File: src/rtl/cbus_rr_arbiter_pkg.sv
// Shared types for the CBus arbiter: the CBus request/response records used by
// every master and the downstream port, plus the arbiter FSM state.
package cbus_rr_arbiter_pkg;

    typedef struct packed {
        logic        valid;
        logic        is_write;
        logic [2:0]  size;
        logic [31:0] addr;
        logic [3:0]  strobe;
        logic [31:0] data;
        logic [3:0]  len;
    } cbus_req_t;

    typedef struct packed {
        logic        ready;
        logic        last;
        logic [31:0] data;
    } cbus_resp_t;

    typedef enum logic [1:0] {
        IDLE = 2'd0,
        SEL  = 2'd1,
        BUSY = 2'd2
    } cbus_arb_state_t;

    // Index width for n masters; a single master still gets a 1-bit index.
    function automatic int idx_width(input int n);
        return (n > 1) ? $clog2(n) : 1;
    endfunction

endpackage

File: src/rtl/cbus_rr_arbiter_rr_pick.sv
// Combinational rotating-priority picker: first valid index at or after i_ptr,
// wrapping modulo N. Shared by the CBus arbiter and intended for other arbiters.
module rr_pick #(
    parameter int N     = 2,
    parameter int IDX_W = 1
) (
    input  logic [IDX_W-1:0] i_ptr,
    input  logic [N-1:0]     i_valid,
    output logic             o_found,
    output logic [IDX_W-1:0] o_index
);

    localparam logic [IDX_W:0] LP_N = (IDX_W+1)'(N);

    logic [IDX_W:0] w_dist [N];
    logic [IDX_W:0] w_best_dist;

    // Distance of each input from the pointer, going forward with wrap-around.
    generate
        for (genvar gi = 0; gi < N; gi++) begin : g_dist
            localparam logic [IDX_W:0] LP_I = (IDX_W+1)'(gi);
            assign w_dist[gi] = (LP_I >= {1'b0, i_ptr}) ? (LP_I - {1'b0, i_ptr})
                                                        : (LP_I + LP_N - {1'b0, i_ptr});
        end
    endgenerate

    always_comb begin
        o_found     = 1'b0;
        o_index     = '0;
        w_best_dist = LP_N;
        for (int i = 0; i < N; i++) begin
            if (i_valid[i] && (w_dist[i] < w_best_dist)) begin
                w_best_dist = w_dist[i];
                o_found     = 1'b1;
                o_index     = IDX_W'(i);
            end
        end
    end

endmodule

File: src/rtl/cbus_rr_arbiter.sv
// N:1 CBus arbiter. The winning master owns the downstream port until the
// burst's final beat; selection is fixed-priority or round-robin.
module cbus_rr_arbiter
    import cbus_rr_arbiter_pkg::*;
#(
    parameter int  NUM_INPUTS   = 2,
    parameter int  ROUND_ROBIN  = 1,
    parameter int  ZERO_LATENCY = 1,
    localparam int IDX_W        = idx_width(NUM_INPUTS)
) (
    input  logic                             clk,
    input  logic                             resetn,
    input  cbus_req_t  [NUM_INPUTS-1:0]      ireqs,
    output cbus_resp_t [NUM_INPUTS-1:0]      iresps,
    output cbus_req_t                        oreq,
    input  cbus_resp_t                       oresp,
    output logic                             busy,
    output logic       [IDX_W-1:0]           owner
);

    localparam logic [IDX_W-1:0] LP_LAST = IDX_W'(NUM_INPUTS - 1);

    cbus_arb_state_t    r_state;
    logic [IDX_W-1:0]   r_owner;
    logic [IDX_W-1:0]   r_ptr;
    logic [IDX_W-1:0]   r_sel_q;

    logic [NUM_INPUTS-1:0] w_valid;
    logic                  w_found;
    logic [IDX_W-1:0]      w_pick;
    logic                  w_grant;
    logic [IDX_W-1:0]      w_grant_idx;

    generate
        for (genvar gi = 0; gi < NUM_INPUTS; gi++) begin : g_valid
            assign w_valid[gi] = ireqs[gi].valid;
        end
    endgenerate

    rr_pick #(
        .N     (NUM_INPUTS),
        .IDX_W (IDX_W)
    ) u_pick (
        .i_ptr   (r_ptr),
        .i_valid (w_valid),
        .o_found (w_found),
        .o_index (w_pick)
    );

    // Which master currently drives the downstream port, if any.
    always_comb begin
        w_grant     = 1'b0;
        w_grant_idx = '0;
        case (r_state)
            IDLE: begin
                if ((ZERO_LATENCY != 0) && w_found) begin
                    w_grant     = 1'b1;
                    w_grant_idx = w_pick;
                end
            end
            SEL: begin
                w_grant     = 1'b1;
                w_grant_idx = r_sel_q;
            end
            BUSY: begin
                w_grant     = 1'b1;
                w_grant_idx = r_owner;
            end
            default: begin
                w_grant     = 1'b0;
                w_grant_idx = '0;
            end
        endcase
    end

    // Outputs are forced quiet while reset is held, even in the zero-latency path.
    always_comb begin
        oreq   = '0;
        iresps = '0;
        if (resetn && w_grant) begin
            oreq                = ireqs[w_grant_idx];
            iresps[w_grant_idx] = oresp;
        end
    end

    always_ff @(posedge clk or negedge resetn) begin
        if (!resetn) begin
            r_state <= IDLE;
            r_owner <= '0;
            r_ptr   <= '0;
            r_sel_q <= '0;
        end else begin
            if ((ROUND_ROBIN != 0) && w_grant && oresp.last) begin
                r_ptr <= (w_grant_idx == LP_LAST) ? '0 : (w_grant_idx + 1'b1);
            end
            case (r_state)
                IDLE: begin
                    if (w_found) begin
                        if (ZERO_LATENCY != 0) begin
                            if (!oresp.last) begin
                                r_state <= BUSY;
                                r_owner <= w_pick;
                            end
                        end else begin
                            r_state <= SEL;
                            r_sel_q <= w_pick;
                        end
                    end
                end
                SEL: begin
                    if (oresp.last) begin
                        r_state <= IDLE;
                    end else begin
                        r_state <= BUSY;
                        r_owner <= r_sel_q;
                    end
                end
                BUSY: begin
                    if (oresp.last) begin
                        r_state <= IDLE;
                    end
                end
                default: r_state <= IDLE;
            endcase
        end
    end

    assign busy  = (r_state == BUSY);
    assign owner = r_owner;

    // The locked owner must hold its request until its last beat.
    a_owner_holds_valid: assert property (
        @(posedge clk) disable iff (!resetn)
        (r_state == BUSY) |-> ireqs[r_owner].valid
    );

endmodule

File: config.mk
export PLATFORM = sky130hd
export DESIGN_NAME = cbus_rr_arbiter
export DESIGN_NICKNAME = d
export VERILOG_FILES = /design/src/rtl/cbus_rr_arbiter_pkg.sv /design/src/rtl/cbus_rr_arbiter_rr_pick.sv /design/src/rtl/cbus_rr_arbiter.sv
export SDC_FILE = /design/constraint.sdc
export NUM_CORES = 1
export LEC_CHECK = 0
export ABC_AREA = 1
export CORE_AREA = 2 2 132 134
export DETAILED_ROUTE_END_ITERATION = 16
export DIE_AREA = 0 0 134 136
export SYNTH_ARGS = -nofsm -noshare
export SYNTH_HDL_FRONTEND = slang
export SYNTH_SLANG_ARGS = --single-unit
File: constraint.sdc
create_clock -name clk -period 1.9 [get_ports clk]
set_input_delay 0.38 -clock clk [delete_from_list [all_inputs] [get_ports clk]]
set_output_delay 0.38 -clock clk [all_outputs]
set_load 0.1 [all_outputs]
==> results.json, run 1 <==
{
  "cts_inserted_buffers": 3,
  "final_common_cell": "clkdlybuf4s50_1",
  "clkLatencyLatePin_ns": 0.22,
  "areaGrowthSynthToFinish_pct": 359,
  "powerDensity_nw_per_um2": 786,
  "crit_required_ns": 1.52,
  "yosys_register_bits": 3,
  "wirelength_mm": 20.3,
  "slew_violations": 0,
  "core_area_um2": 16900,
  "cts.sinks": 3,
  "first_pass_iters": 4,
  "cp-end-kind": "output pin",
  "grt_use_total_pct": 21.6,
  "power_mw": 9.03,
  "rsz0062_at_grt": "true",
  "placed_cells": 1115,
  "ys_warn_count": 0,
  "max_freq_mhz": 456,
  "crit_type": "reg2out",
  "ys_types": 16,
  "synth_area_leaders": "nor2_1 19%, nand3_1 16%, a21oi_1 16%",
  "fill_cells": 1226,
  "place_area_um2": 9690,
  "grt_max_degree": 40,
  "syn-num-nets": 749,
  "htree_levels": 1,
  "syn_area_um2": 2500,
  "critPathTopFamily": "buffers and inverters",
  "grt_pass1_vias": 5516,
  "synth-seq-area-share_pct": 3.00,
  "dieArea_um2": 18200,
  "timing.rr.start": "r_state[1]$_DFFE_PN0P_",
  "clk_pin_slew_worst_paths_ns": 0.03,
  "min_period_ns": 2.19,
  "n_antenna_cell": 0,
  "grt_pass1_wl_mm": 30.8,
  "root_buffer": "clkbuf_16",
  "layout.nets": 1130,
  "p_leak_nw": 4.88,
  "antenna_found_initial": 0,
  "drc": 0,
  "io_buffers": 336,
  "wl_met3_mm": 1.63,
  "synth_cells": 559,
  "hold_viol_final": 0,
  "viasPerCell": 4.41,
  "status": "complete, but fails checks",
  "avgSynthCellArea_um2": 4.48,
  "tritoncts": "yes",
  "cts_hold_buf": 0,
  "cp_cell_sequence": "inv_4 -> buf_12 -> nand3_4 -> nand2_8 -> inv_16 -> buf_12 -> buf_16 -> nand2_4 -> nor2_4 -> buf_12",
  "slowest_stage": "dfrtp_4",
  "setup_viol": 145,
  "worst_slew_pin_slew_ns": 0.304,
  "initial_core_util_pct": 14.8,
  "dr_wl_met2_mm": 10.9,
  "min_path_type": "in2async",
  "reg2regPathDepth": 7,
  "ir_drop_v": 0.000443,
  "crit_buf_inv": 6,
  "synth_top_area_cell": "nor2_1",
  "wl_per_cell_um": 17.4,
  "place_ws_ns": -0.550,
  "cp_common_cell": "buf_12",
  "drtAntennaViolNets": 0,
  "maxCapViolCount": 0,
  "cp-start-kind": "flop",
  "ios": 337,
  "worst_ep_arrival_time_ns": 1.81,
  "die_x_um": 134,
  "drt_iter0_markers": 126,
  "slowest_delay_ns": 0.43,
  "slew_headroom_pct": 79.8,
  "r2r_setup_slack_ns": 0.49,
  "finalCritPeriodShare_pct": 115,
  "fin_area_um2": 11500,
  "final_cell_mix": "186 x clkdlybuf4s50_1, 173 x buf_12, 126 x nor2_4",
  "fin_tns_setup_ns": -32.41,
  "worstPathMaxFanout": 8,
  "r2r_end": "r_ptr$_DFFE_PN0P_",
  "die-height_um": 136,
  "layout-drive-gt1-share_pct": 61.2,
  "rows": 48,
  "dpl.hpwl_mm": 13.9,
  "violations": "negative setup slack",
  "yosys.area.top_type_share_pct": 19.1,
  "met1_length_mm": 7.35,
  "fin_ws_ns": -0.293,
  "gp_congestion": 0.773,
  "grt_overflow": 0,
  "fin_cells": 1164,
  "clockBufferDepth": 2,
  "routed.top_layer": "met4",
  "skew_ns": 0.000559,
  "vias": 5131
}
-- cell type report --
type	count	area (µm²)	area share, %
Multi-Input combinational cell	409	4300	37.5
Sequential cell	3	82.6	0.719
Clock buffer	4	78.8	0.686
Timing Repair Buffer	421	6320	55.0
Timing Repair inverter	1	20.0	0.174
Tap cell	225	282	2.45
Inverter	101	405	3.53
-- metrics by stage --
step | hold slack, ns | util, %
2_1_floorplan | 0.0844 | -
3_3_place_gp | 0.508 | 57.4
3_5_place_dp | 0.537 | 57.4
4_1_cts | 0.320 | 66.5
5_1_grt | 0.349 | 68.1
6_report | 0.338 | 68.1
-- logic make-up (layout without fill, tap and decap cells) --
group	after synthesis	after routing	synth area share, %
flops	3	3	3.00
simple gates	326	329	54.7
buf+inv	150	527	26.3
compound gates	80	80	16.0
-- worst max path at each step --
| stage | startpoint | endpoint | cells past startpoint |
|---|---|---|---|
| after global routing | r_state[1]$_DFFE_PN0P_ | oreq[38] | 10 |
| after detailed placement | ireqs[153] | iresps[60] | 8 |
| final | r_state[1]$_DFFE_PN0P_ | oreq[38] | 10 |
| after CTS | r_state[1]$_DFFE_PN0P_ | oreq[62] | 11 |
| after floorplan | r_state[1]$_DFFE_PN0P_ | iresps[60] | 7 |
| after global placement | ireqs[153] | iresps[60] | 8 |
-- layer usage --
metal | vias to the layer above | global-route usage (%)
met5 | - | 0
met4 | 0 | 4.31
met3 | 22 | 6.19
met2 | 214 | 40.2
met1 | 2393 | 24.5
li1 | 2502 | -
-- power by group --
group          switching, mW  internal (mW)  leakage, nW
Combinational           5.23           3.36         4.81
Sequential            0.0276         0.0868       0.0330
Clock                 0.0555          0.277       0.0382
Total                   5.31           3.72         4.88
-- Yosys cell counts, drive strengths merged --
| cell | instances |
|---|---|
| nor2 | 127 |
| o21ai | 2 |
| nor3 | 18 |
| inv | 101 |
| buf | 40 |
| a21oi | 78 |
| clkbuf | 9 |
| dfrtp | 3 |
| nand3 | 81 |
| nand2 | 100 |
-- state kept, by name, summed over array words and instances (netlist names) --
signal   flops
owner        1
r_state      1
r_ptr        1
-- timing repair --
action	in CTS	in global routing
gates cloned	18	2
pin swaps	88	48
setup endpoints to repair	145	145
setup buffers	28	0
gates resized for setup	174	54
Note: power is estimated with default switching activity, not from simulation.
==> run 2, diff against run 1 <==
--- a/config.mk
+++ b/config.mk
@@ -9,6 +9,7 @@
 export CORE_AREA = 2 2 132 134
 export DETAILED_ROUTE_END_ITERATION = 16
 export DIE_AREA = 0 0 134 136
+export PLACE_DENSITY = 0.64
 export SYNTH_ARGS = -nofsm -noshare
 export SYNTH_HDL_FRONTEND = slang
 export SYNTH_SLANG_ARGS = --single-unit
==> run 2 against run 1 <==
Compared with the run above:
- the run still ends with negative setup slack left
- flip-flop and latch count unchanged
- hold slack worse by 0.00060 ns
- final cell count up 0.77%
- non-clock buffer count up 12
- highest routed layer unchanged
- clock power up 3%
- critical path depth up 1
- first-iteration DRC count down 11%
- wire length down 13%
- clock-buffer cell count unchanged
- design area down 5.4%
- power down 6.4%
==> results.json, run 2 (synthesis gave the netlist of run 1 again) <==
{
  "p_leak_nw": 4.67,
  "ir_drop_v": 0.000418,
  "crit_type": "reg2out",
  "root_buffer": "clkbuf_16",
  "r2r_end": "r_state[1]$_DFFE_PN0P_",
  "slew_violations": 0,
  "clkLatencyLatePin_ns": 0.23,
  "cts.sinks": 3,
  "core_area_um2": 16900,
  "powerDensity_nw_per_um2": 778,
  "fin_tns_setup_ns": -31.00,
  "final_cell_mix": "186 x clkdlybuf4s50_1, 173 x buf_12, 117 x nor2_4",
  "wirelength_mm": 17.7,
  "crit_required_ns": 1.52,
  "finalCritPeriodShare_pct": 116,
  "cp_common_cell": "buf_12",
  "rows": 48,
  "grt_overflow": 0,
  "drtAntennaViolNets": 0,
  "drc": 0,
  "antenna_found_initial": 0,
  "cts_hold_buf": 0,
  "ios": 337,
  "io_buffers": 336,
  "dieArea_um2": 18200,
  "clockBufferDepth": 2,
  "cts_inserted_buffers": 3,
  "final_common_cell": "clkdlybuf4s50_1",
  "layout-drive-gt1-share_pct": 57.7,
  "place_ws_ns": -0.541,
  "cp-start-kind": "flop",
  "setup_viol": 145,
  "grt_pass1_wl_mm": 27.7,
  "violations": "negative setup slack",
  "die-height_um": 136,
  "first_pass_iters": 4,
  "critPathLaunch": "r_state[1]$_DFFE_PN0P_",
  "drt_iter0_markers": 112,
  "initial_core_util_pct": 14.8,
  "vias": 5033,
  "min_path_type": "in2async",
  "min_period_ns": 2.20,
  "die_x_um": 134,
  "worst_ep_arrival_time_ns": 1.82,
  "layout.nets": 1139,
  "timing.rr.start": "r_state[1]$_DFFE_PN0P_",
  "maxCapViolCount": 0,
  "slowest_stage": "dfrtp_4",
  "areaGrowthSynthToFinish_pct": 334,
  "status": "complete, but fails checks",
  "worstPathMaxFanout": 7,
  "cp-end-kind": "output pin",
  "cp_cell_sequence": "inv_4 -> buf_6 -> nand3_4 -> nand2_8 -> inv_12 -> buf_12 -> buf_12 -> buf_12 -> nand2_4 -> nor2_4 -> buf_12",
  "skew_ns": 0.000202,
  "htree_levels": 1,
  "fill_cells": 1307,
  "reg2regPathDepth": 7,
  "n_antenna_cell": 0,
  "worst_slew_pin_slew_ns": 0.356,
  "rsz0062_at_grt": "true",
  "dpl.hpwl_mm": 14.1,
  "max_freq_mhz": 454,
  "tritoncts": "yes",
  "clk_pin_slew_worst_paths_ns": 0.03,
  "slew_headroom_pct": 76.2,
  "critical_path.endpoint": "oreq[25]",
  "fin_ws_ns": -0.302,
  "slowest_delay_ns": 0.49,
  "power_mw": 8.45,
  "gp_congestion": 0.773,
  "grt_use_total_pct": 18.8,
  "viasPerCell": 4.29,
  "wl_per_cell_um": 15.1,
  "whs_ns": 0.337,
  "grt_pass1_vias": 5456,
  "r2r_setup_slack_ns": 0.55,
  "grt_max_degree": 69,
  "hold_viol_final": 0
}
## run 2: cell count changes in the layout (fill, tap and decap cells not counted), moves of 9 or more
cell / delta
buf_4: +31
a21oi_1: +21
a21oi_2: -20
buf_16: -15
nand3_1: +14
nand3_2: -14
nor2_2: +9
nor2_4: -9
## run 2: timing repair
action                                  CTS  global route
endpoints found under the setup margin  145           145
gates resized for setup                  95            30
cloned                                    3             2
hold endpoints to repair                  0             0
pin swaps                                27             2
setup buffers                            13             6
## run 2: worst min path at each step
stage                 startpoint           endpoint  cells after the start  slack [ns]
4_1_cts                   resetn  owner$_DFFE_PN0P_                      2        0.34
3_3_place_gp   r_ptr$_DFFE_PN0P_  r_ptr$_DFFE_PN0P_                      2        0.51
3_5_place_dp   r_ptr$_DFFE_PN0P_  r_ptr$_DFFE_PN0P_                      2        0.55
5_1_grt                   resetn  owner$_DFFE_PN0P_                      2        0.35
6_report                  resetn  owner$_DFFE_PN0P_                      2        0.34
2_1_floorplan             resetn  r_ptr$_DFFE_PN0P_                      0        0.08
## run 2: critical path: cells and delay by family (launching register included)
family,cells,cell delay (ns)
buffers and inverters,7,0.83
DFF,1,0.49
and+or+nand+nor,4,0.28
## run 2: metal layers
| layer | vias to the layer above | wire length (µm) | global-route usage, % |
|---|---|---|---|
| met5 | - | 0 | 0 |
| li1 | 2516 | - | - |
| met2 | 195 | 9800 | 36.9 |
| met1 | 2310 | 6040 | 19.4 |
| met4 | 0 | 177 | 3.25 |
| met3 | 12 | 1640 | 6.34 |
## run 2: power breakdown
part           leakage (nW)  internal [mW]  total, mW  switching, mW
registers            0.0330         0.0868      0.114         0.0272
clock network        0.0382          0.278      0.342         0.0647
logic                  4.60           3.05       8.00           4.95
total                  4.67           3.42       8.45           5.04
## run 2: layout make-up
cell class	count	area [µm²]	share of cell area, %
inverters	101	397	3.65
repair buffers	433	6070	55.8
multi-input cells	407	3960	36.4
clock buffers	4	78.8	0.725
flip-flops and latches	3	82.6	0.760
well taps	225	282	2.59
## run 2: per-stage QoR
| step | utilization (%) | cell area (µm²) | std cells |
|---|---|---|---|
| 4_1_cts | 63.0 | 10600 | 1166 |
| 2_1_floorplan | - | 4480 | 559 |
| 3_5_place_dp | 59.1 | 9980 | 1146 |
| 3_3_place_gp | 59.1 | 9980 | 1146 |
| 5_1_grt | 64.4 | 10900 | 1173 |
| 6_report | 64.4 | 10900 | 1173 |
==> run 3, diff against run 2 <==
--- a/config.mk
+++ b/config.mk
@@ -7,6 +7,7 @@
 export LEC_CHECK = 0
 export ABC_AREA = 1
 export CORE_AREA = 2 2 132 134
+export CTS_CLUSTER_DIAMETER = 60
 export DETAILED_ROUTE_END_ITERATION = 16
 export DIE_AREA = 0 0 134 136
 export PLACE_DENSITY = 0.64
==> results of run 3 <==
The final DEF is identical to that of run 2; final timing and power are the same.
